File: config.mk
export PLATFORM = sky130hd
export DESIGN_NAME = simple_stim_driver
export DESIGN_NICKNAME = d
export VERILOG_FILES = /design/src/rtl/simple_stim_driver_pkg.sv /design/src/rtl/simple_stim_driver_sig_misr.sv /design/src/rtl/simple_stim_driver.sv
export SDC_FILE = /design/constraint.sdc
export NUM_CORES = 1
export LEC_CHECK = 0
export BUFFER_PORTS_ARGS = -buffer_cell sky130_fd_sc_hd__buf_4
export CAP_MARGIN = 20
export CORE_MARGIN = 4
export CORE_UTILIZATION = 60
export DETAILED_ROUTE_END_ITERATION = 8
export HOLD_SLACK_MARGIN = 0.12
export PLACE_DENSITY_LB_ADDON = 0.3
export SETUP_SLACK_MARGIN = 0.15
export SYNTH_ARGS = -nofsm -noshare
export SYNTH_HDL_FRONTEND = slang
export SYNTH_SLANG_ARGS = --single-unit
File: constraint.sdc
create_clock -name iccad_clk -period 4.05 [get_ports iccad_clk]
set_input_delay 0.81 -clock iccad_clk [delete_from_list [all_inputs] [get_ports iccad_clk]]
set_output_delay 0.81 -clock iccad_clk [all_outputs]
set_load 0.005 [all_outputs]
File: src/rtl/simple_stim_driver_pkg.sv
`default_nettype none
// ============================================================================
// Package : simple_stim_pkg
// Brief   : Shared types and constants for the simple-netlist stimulus driver:
//           FSM state encoding, LFSR feedback taps, MISR polynomial and width.
// Revision: 1.0 - initial release
// ============================================================================
package simple_stim_pkg;

  // Run sequencer states
  typedef enum logic [1:0] {
    ST_IDLE  = 2'd0,
    ST_RUN   = 2'd1,
    ST_DRAIN = 2'd2,
    ST_DONE  = 2'd3
  } state_t;

  // Signature width and compaction polynomial
  localparam int              SIG_W     = 16;
  localparam logic [SIG_W-1:0] MISR_POLY = 16'h1021;

  // Feedback taps of the 8-bit pattern LFSR: bits 7, 5, 4 and 3
  localparam logic [7:0] LFSR_TAPS = 8'b1011_1000;

  // Pattern counter width: holds 65535 plus headroom so the compare never wraps
  localparam int CNT_W = 17;

  // One LFSR step: shift left, feedback is the XOR of the tapped bits
  function automatic logic [7:0] lfsr_next(input logic [7:0] cur);
    return {cur[6:0], ^(cur & LFSR_TAPS)};
  endfunction

endpackage
`default_nettype wire

File: src/rtl/simple_stim_driver_sig_misr.sv
`default_nettype none
// ============================================================================
// Module  : sig_misr
// Brief   : 16-bit multiple-input signature register with a single-bit data
//           input. Clear has priority over enable; the register holds its value
//           when neither is asserted.
// Revision: 1.0 - initial release
// ============================================================================
module sig_misr
  import simple_stim_pkg::*;
(
  input  logic             clk,
  input  logic             rst_n,
  input  logic             clear,
  input  logic             enable,
  input  logic             data_in,
  output logic [SIG_W-1:0] sig
);

  logic [SIG_W-1:0] sig_next;

  // Next signature: shift with polynomial feedback from the MSB, fold in data
  always_comb begin
    sig_next = sig;
    if (clear) begin
      sig_next = '0;
    end else if (enable) begin
      sig_next = {sig[SIG_W-2:0], 1'b0}
               ^ (sig[SIG_W-1] ? MISR_POLY : '0)
               ^ {{(SIG_W-1){1'b0}}, data_in};
    end
  end

  // Signature register
  always_ff @(posedge clk or negedge rst_n) begin
    if (!rst_n) begin
      sig <= '0;
    end else begin
      sig <= sig_next;
    end
  end

endmodule
`default_nettype wire

File: src/rtl/simple_stim_driver.sv
`default_nettype none
// ============================================================================
// Module  : simple_stim_driver
// Brief   : Self-test initiator for the 2-input/1-output `simple` netlist.
//           Drives inp1/inp2 from an 8-bit LFSR for NUM_PAT cycles, samples the
//           netlist output PIPE_LAT cycles after each pattern, compacts the
//           samples into a 16-bit MISR and reports the signature with a
//           pass flag against EXP_SIG.
// Revision: 1.0 - initial release
// ============================================================================
module simple_stim_driver
  import simple_stim_pkg::*;
#(
  parameter int              NUM_PAT   = 16,
  parameter int              PIPE_LAT  = 1,
  parameter logic [7:0]      LFSR_SEED = 8'h01,
  parameter logic [SIG_W-1:0] EXP_SIG  = 16'h0000
) (
  input  logic             iccad_clk,
  input  logic             iccad_rst_n,
  input  logic             start,
  output logic             dut_inp1,
  output logic             dut_inp2,
  input  logic             dut_out,
  output logic             busy,
  output logic             done,
  output logic [SIG_W-1:0] sig,
  output logic             pass
);

  localparam logic [CNT_W-1:0] PAT_TOTAL  = CNT_W'(NUM_PAT);
  // Last value of the drain counter; meaningless (and unused) when PIPE_LAT=0
  localparam logic [2:0]       DRAIN_LAST = 3'(PIPE_LAT - 1);

  state_t           state;
  state_t           next_state;
  logic             accept;      // start seen in IDLE this cycle
  logic             drive_pat;   // RUN still has patterns to launch
  logic             issue;       // a new pattern is launched at the coming edge
  logic             enter_done;  // coming edge moves the FSM into DONE
  logic [7:0]       pat_src;     // value whose low bits form the launched pattern
  logic [7:0]       lfsr;
  logic [CNT_W-1:0] pat_cnt;     // patterns launched so far in this run
  logic [2:0]       drain_cnt;
  logic [PIPE_LAT:0] vld;        // vld[i]: the pattern driven i cycles ago is live
  logic             sample_en;
  logic [SIG_W-1:0] misr_val;
  logic [SIG_W-1:0] sig_hold;
  logic             pass_hold;

  // FSM state register
  always_ff @(posedge iccad_clk or negedge iccad_rst_n) begin
    if (!iccad_rst_n) begin
      state <= ST_IDLE;
    end else begin
      state <= next_state;
    end
  end

  // FSM next-state and control decode
  always_comb begin
    next_state = state;
    accept     = 1'b0;
    drive_pat  = 1'b0;
    busy       = 1'b0;
    done       = 1'b0;
    case (state)
      ST_IDLE: begin
        if (start) begin
          accept     = 1'b1;
          next_state = (NUM_PAT == 0) ? ST_DONE : ST_RUN;
        end
      end
      ST_RUN: begin
        busy = 1'b1;
        if (pat_cnt < PAT_TOTAL) begin
          drive_pat = 1'b1;
        end else begin
          next_state = (PIPE_LAT == 0) ? ST_DONE : ST_DRAIN;
        end
      end
      ST_DRAIN: begin
        busy = 1'b1;
        if (drain_cnt == DRAIN_LAST) begin
          next_state = ST_DONE;
        end
      end
      ST_DONE: begin
        done       = 1'b1;
        next_state = ST_IDLE;
      end
      default: begin
        next_state = ST_IDLE;
      end
    endcase
  end

  // The first pattern of a run launches on the accepting edge, from the seed
  assign issue      = drive_pat || (accept && (PAT_TOTAL != '0));
  assign pat_src    = accept ? LFSR_SEED : lfsr;
  assign enter_done = (next_state == ST_DONE) && (state != ST_DONE);

  // Pattern generator: LFSR, launch counter and registered netlist inputs
  always_ff @(posedge iccad_clk or negedge iccad_rst_n) begin
    if (!iccad_rst_n) begin
      lfsr     <= LFSR_SEED;
      pat_cnt  <= '0;
      dut_inp1 <= 1'b0;
      dut_inp2 <= 1'b0;
    end else begin
      if (issue) begin
        dut_inp1 <= pat_src[0];
        dut_inp2 <= pat_src[1];
        lfsr     <= lfsr_next(pat_src);
      end else if (accept) begin
        lfsr <= LFSR_SEED;
      end else if (enter_done) begin
        // Return the netlist inputs to a quiet level once all samples are in
        dut_inp1 <= 1'b0;
        dut_inp2 <= 1'b0;
      end

      if (accept) begin
        pat_cnt <= issue ? CNT_W'(1) : '0;
      end else if (drive_pat) begin
        pat_cnt <= pat_cnt + CNT_W'(1);
      end
    end
  end

  // Drain timer: counts cycles spent holding the last pattern
  always_ff @(posedge iccad_clk or negedge iccad_rst_n) begin
    if (!iccad_rst_n) begin
      drain_cnt <= '0;
    end else if (state == ST_DRAIN) begin
      drain_cnt <= drain_cnt + 3'd1;
    end else begin
      drain_cnt <= '0;
    end
  end

  // Latency tracker: vld[0] marks a freshly driven pattern, deeper bits age it
  generate
    if (PIPE_LAT > 0) begin : g_lat_pipe
      always_ff @(posedge iccad_clk or negedge iccad_rst_n) begin
        if (!iccad_rst_n) begin
          vld <= '0;
        end else begin
          vld <= {vld[PIPE_LAT-1:0], issue};
        end
      end
    end else begin : g_lat_none
      always_ff @(posedge iccad_clk or negedge iccad_rst_n) begin
        if (!iccad_rst_n) begin
          vld <= '0;
        end else begin
          vld <= issue;
        end
      end
    end
  endgenerate

  // The netlist output belongs to a pattern when that pattern is PIPE_LAT old
  assign sample_en = vld[PIPE_LAT];

  sig_misr u_misr (
    .clk     (iccad_clk),
    .rst_n   (iccad_rst_n),
    .clear   (accept),
    .enable  (sample_en),
    .data_in (dut_out),
    .sig     (misr_val)
  );

  // Result hold: capture the final signature in DONE, clear on a new run
  always_ff @(posedge iccad_clk or negedge iccad_rst_n) begin
    if (!iccad_rst_n) begin
      sig_hold  <= '0;
      pass_hold <= 1'b0;
    end else if (state == ST_DONE) begin
      sig_hold  <= misr_val;
      pass_hold <= (misr_val == EXP_SIG);
    end else if (accept) begin
      sig_hold  <= '0;
      pass_hold <= 1'b0;
    end
  end

  // The MISR is frozen during DONE, so it can be shown directly that cycle
  assign sig  = (state == ST_DONE) ? misr_val : sig_hold;
  assign pass = (state == ST_DONE) ? (misr_val == EXP_SIG) : pass_hold;

endmodule
`default_nettype wire
# == After elaboration in Yosys (flattened, before gate mapping) ==
# Cells that the tools add are included.
# word_totals
ff_bits,67
latchBits,0
mem_bits_rw,0
romBits,0
input_bits,4
output_inout_bits,21
word_cells,62
n_memories,0
# classes
n_addsub,2
n_mul,0
n_div,0
n_lt_le_gt_ge,1
n_eq_ne,6
shifts,0
n_mux,29
bitwise_logic,2
n_reduce_logical,12
# ops
op,count
16-bit two-way mux,5
17-bit two-way mux,2
17-bit by 1-bit adder with 17-bit output (second input constant),1
17-bit by 5-bit less-than comparator with 1-bit output (second input constant),1
16-bit logical NOT,1
8-bit two-way mux,2
16-bit by 1-bit XOR with 16-bit output,1
16-bit XOR,1
1-bit two-way mux,14
13-bit two-way mux,1
2-bit one-hot mux with 4 select lines,1
2-bit nonzero test,4
8-bit XOR reduction,1
2-bit == test (second input constant),3
2-bit two-way mux,3
3-bit by 1-bit adder with 3-bit output (second input constant),1
3-bit logical NOT,1
3-bit two-way mux,1
2-bit by 1-bit == test with 1-bit output (second input constant),1
2-bit logical NOT,1
2-bit by 1-bit inequality test with 1-bit output (second input constant),1
2-bit inequality test (second input constant),1
2-bit AND reduction,1
2-bit OR reduction,1
other kinds (2),2

# == Logic depth before layout (Yosys ltp) ==
# logic_depth
ltp_word,8
ltp_mapped,7
depth_no_buf,6

# == By module ==
# From an unflattened synthesis, not the netlist that was laid out.
# hier_totals
cells_unflattened,280
hier_area_um2,3007.9
# by_module_without_submodules
mod,instances,cells_each,area_each_um2,seq_area_each_um2
simple_stim_driver,1,225,2307.2,1277.5
sig_misr,1,55,700.7,400.4

# == Least setup slack after synthesis ==
# No wires, ideal clock.
# synth_timing
path_kind,register -> output
from,reg state[0]
to,out pass
t_arrival_ns,1.471
t_required_ns,3.240
setup_slack_ns,1.769
stages_incl_launch_ff,6
n_path_buf,0
path_cell_list,dfrtp_1 -> ha_1 -> nor4b_1 -> nand3_1 -> or4_4 -> nand2_2
# synth_between
elab_chain_cells,2
# synth_lines
item,line_no,rtl
"start, declared",simple_stim_driver.sv:35,state_t state;
"start signal, assigned",simple_stim_driver.sv:56,state <= next_state;
2-bit == test,simple_stim_driver.sv:191,assign pass = (state == ST_DONE) ? (misr_val == EXP_SIG) : pass_hold;
1-bit two-way mux,simple_stim_driver.sv:191,
"end, declared",simple_stim_driver.sv:28,output logic pass
# Every way passes these cells.

# == Final worst setup path ==
# layout_timing
from,reg u_misr.sig[13]
to,out pass
# layout_between
elab_chain_cells,2
# layout_lines
item,line_no,rtl
"start, declared",simple_stim_driver_sig_misr.sv:17,output logic [SIG_W-1:0] sig
"start signal, assigned",simple_stim_driver_sig_misr.sv:39,sig <= sig_next;
16-bit logical NOT,simple_stim_driver.sv:191,
1-bit two-way mux,simple_stim_driver.sv:191,
# Every way passes these cells.

==> results.cfg <==
[timing]
finalClockSkew_ns = 0.00713
slew_headroom = 0.452
fin_setup_tns_ns = 0
finalSetupViolations = 0
post-route-period-util = 0.691
worst_pin_slew_ns = 0.821
slew_violations = 0
finalCriticalPeriod_ns = 2.80
max_freq_mhz = 357
setup_slack_ns = 1.25
rsz0062_at_grt = false
hold_viol = 0

[pwr]
p_leak_nw = 1.65
power.density_nw_per_um2 = 615
vdd_drop_max_v = 0.000426

[routing]
drt-pass1-iter-count = 4
wl_met2_mm = 2.46
routedWlPerCell_um = 13.8
routed_via_density = 5.48
top_layer_used = met4
num_vias = 2060
totalWireLength_mm = 5.19
ant_nets = 0
drc_errors = 0
wl_met3_um = 154
drt_iter0_drc = 167
wirelength_met1_mm = 2.48

[worst_setup_path]
crit_path_end_kind = primary output
worstPathRequired_ns = 3.24
timing.critical_path.from_type = flop
startpoint = u_misr.sig[13]
r2r-start = state[1]
max_stage_delay_ns = 0.55
worstSetupPathType = reg2out
critPathMaxFanout = 4
path_buf_inv = 1
worstPathArrival_ns = 1.99
critical-path-top-delay-family = simple AND/OR/NAND/NOR gates
cp_cell_sequence = or4_1 > or4_4 > nand2_2 > buf_4
cp_slowest_cell = or4_1

[clocking]
tritoncts = yes
cts_setup_buffers = 0
cts.clk_slew.worst_paths_ns = 0.07
cts.path.max_buffers = 2
htreeDepth = 3
cts_resized = 0
hold_buffers = 0
numCtsBuffers = 9
clkSinkCount = 67
insertion_delay_ns = 0.33
root_buffer = clkbuf_8

[grt]
grt_max_degree = 68
grt_pass1_wl_mm = 9.21
grt_usage = 0.190
antenna_found_initial = 0
grt_pass1_vias = 2065
grt_overflow = 0

[synthesis]
avgSynthCellArea_um2 = 10.5
syn-num-nets = 296
syn_inst = 284
ys_warn_count = 0
ys_types = 39
synth_area_um2 = 2990
ys_seq_area_frac = 0.562
synth_seq_cells = 67

[worst_hold_path]
hold_path_class = reg2reg
holdCritStartpoint = vld[0]

[final_layout]
drive_gt1_frac = 0.149
area_delta_synth_final_pct = 13.6
multi_input_area_um2 = 1160
ff_latch_area_um2 = 1680
nets = 317
nFillCells = 372
final-instance-count-excl-fill = 376
antenna_cells = 0

[floorplan]
start_util = 0.624
dieArea_um2 = 6170
core_um2 = 4790
ios = 25
die-width_um = 78.6
die_h_um = 78.6
rows = 25

[status]
outcome = finished clean

[placement]
place_inst = 361
port_buffers = 24
dpl_worst_slack_ns = 1.60
finalWeightedCongestion = 0.774
dp_hpwl_mm = 3.32

[flow_run]
max-cap-violations = 0
placed cells by master (no fill, tap or decap), types with 2 or more instances in the layout:
cell / synthesis / final
a211oi_1: 4 / 4
a21o_1: 2 / 2
a21oi_1: 12 / 12
and2_1: 15 / 15
and4_1: 2 / 2
buf_4: 0 / 26
clkbuf_1: 10 / 2
clkbuf_8: 0 / 11
dfrtp_1: 66 / 66
ha_1: 8 / 8
inv_1: 22 / 22
mux2i_1: 13 / 13
nand2_1: 33 / 33
nand2b_1: 2 / 2
nand3_1: 2 / 2
nor2_1: 19 / 19
nor2b_1: 2 / 2
nor3_1: 3 / 3
nor4_1: 2 / 2
nor4_4: 2 / 2
o21ai_0: 19 / 19
o31ai_1: 16 / 16
or3_1: 2 / 2
xnor2_1: 6 / 6
xor2_1: 2 / 2
final timing paths:
kind / to / slack (ns) / depth (start not counted)
max in group asynchronous: drain_cnt[1] / 2.95 / 1
setup reg to reg: pat_cnt[3] / 1.90 / 6
min in group asynchronous: sig_hold[2] / 0.56 / 1
hold reg to reg: vld[1] / 0.34 / 0
setup / recovery: pass / 1.25 / 4
hold / removal: vld[1] / 0.34 / 0
metrics by stage:
stage | hold slack [ns] | util | power [mW] | cell area, µm²
after floorplan | 0.331 | - | 1.41 | 2990
final | 0.343 | 0.709 | 2.09 | 3390
after detailed placement | 0.335 | 0.669 | 1.56 | 3200
after CTS | 0.346 | 0.709 | 2.11 | 3390
after global routing | 0.366 | 0.709 | 2.23 | 3390
after global placement | 0.331 | 0.669 | 1.54 | 3200
metal layers:
| metal | up-vias | global-route usage |
|---|---|---|
| li1 | 1001 | - |
| met1 | 1021 | 0.233 |
| met2 | 29 | 0.318 |
| met3 | 9 | 0.0321 |
| met4 | 0 | 0.103 |
| met5 | - | 0 |
cells by family after synthesis:
kind of cell,after synthesis,synth area share
buffers and inverters,38,0.0498
adder cells (fa/ha/maj),8,0.0335
XOR/XNOR,8,0.0235
AND/OR/NAND/NOR,93,0.169
multiplexers,13,0.0435
AO/OA/AOI/OAI,57,0.119
flip-flops,67,0.562
layout make-up:
type                            instances  area share
Inverter                               22      0.0243
Multi-Input combinational cell        179       0.342
Sequential cell                        67       0.494
Clock inverter                          2      0.0103
Timing Repair Buffer                   26      0.0575
Clock buffer                           13      0.0468
Tap cell                               67      0.0247
synthesized netlist by cell type (all sizes together):
cell	number	area, µm²
or3b	1	8.76
a21oi	12	60.1
nand4	1	12.5
inv	22	82.6
a31o	1	8.76
nor2	19	71.3
dfstp	1	26.3
nand3	2	10.0
and2	15	93.8
xnor2	6	52.6
o21ai	20	104
and4	2	17.5
nor2b	2	12.5
a211oi	4	30.0
buf	6	28.8
ha	8	100
o31ai	16	120
mux2i	13	130
or4	2	18.8
nand2b	2	12.5
nor3b	1	7.51
nor4b	1	8.76
xor2	2	17.5
dfrtp	66	1650
and3	1	6.26
clkbuf	10	37.5
nand4bb	1	11.3
nand2	34	130
nor3	3	15.0
a32o	1	10.0
a41oi	1	8.76
nor4	4	55.1
a21o	2	15.0
or3	2	12.5
where the power goes:
group	switching [mW]	total [mW]	internal (mW)
sequential	0.171	0.995	0.823
clock	0.230	0.544	0.314
combinational	0.291	0.549	0.258
registers in the layout, summed over array words and instances, names as in the netlist:
signal and count:
pat_cnt 17, sig_hold 16, u_misr.sig 16, lfsr 8
drain_cnt 3, state 2, vld 2, dut_inp1 1
dut_inp2 1, pass_hold 1
worst register-to-register path: stages (launching register included):
cell,delay [ns]
dfrtp_1,0.43
inv_1,0.12
ha_1,0.18
nor3b_1,0.30
nand4_2,0.41
or3_1,0.48
a21oi_1,0.15
Note: power is estimated with default switching activity, not from simulation.
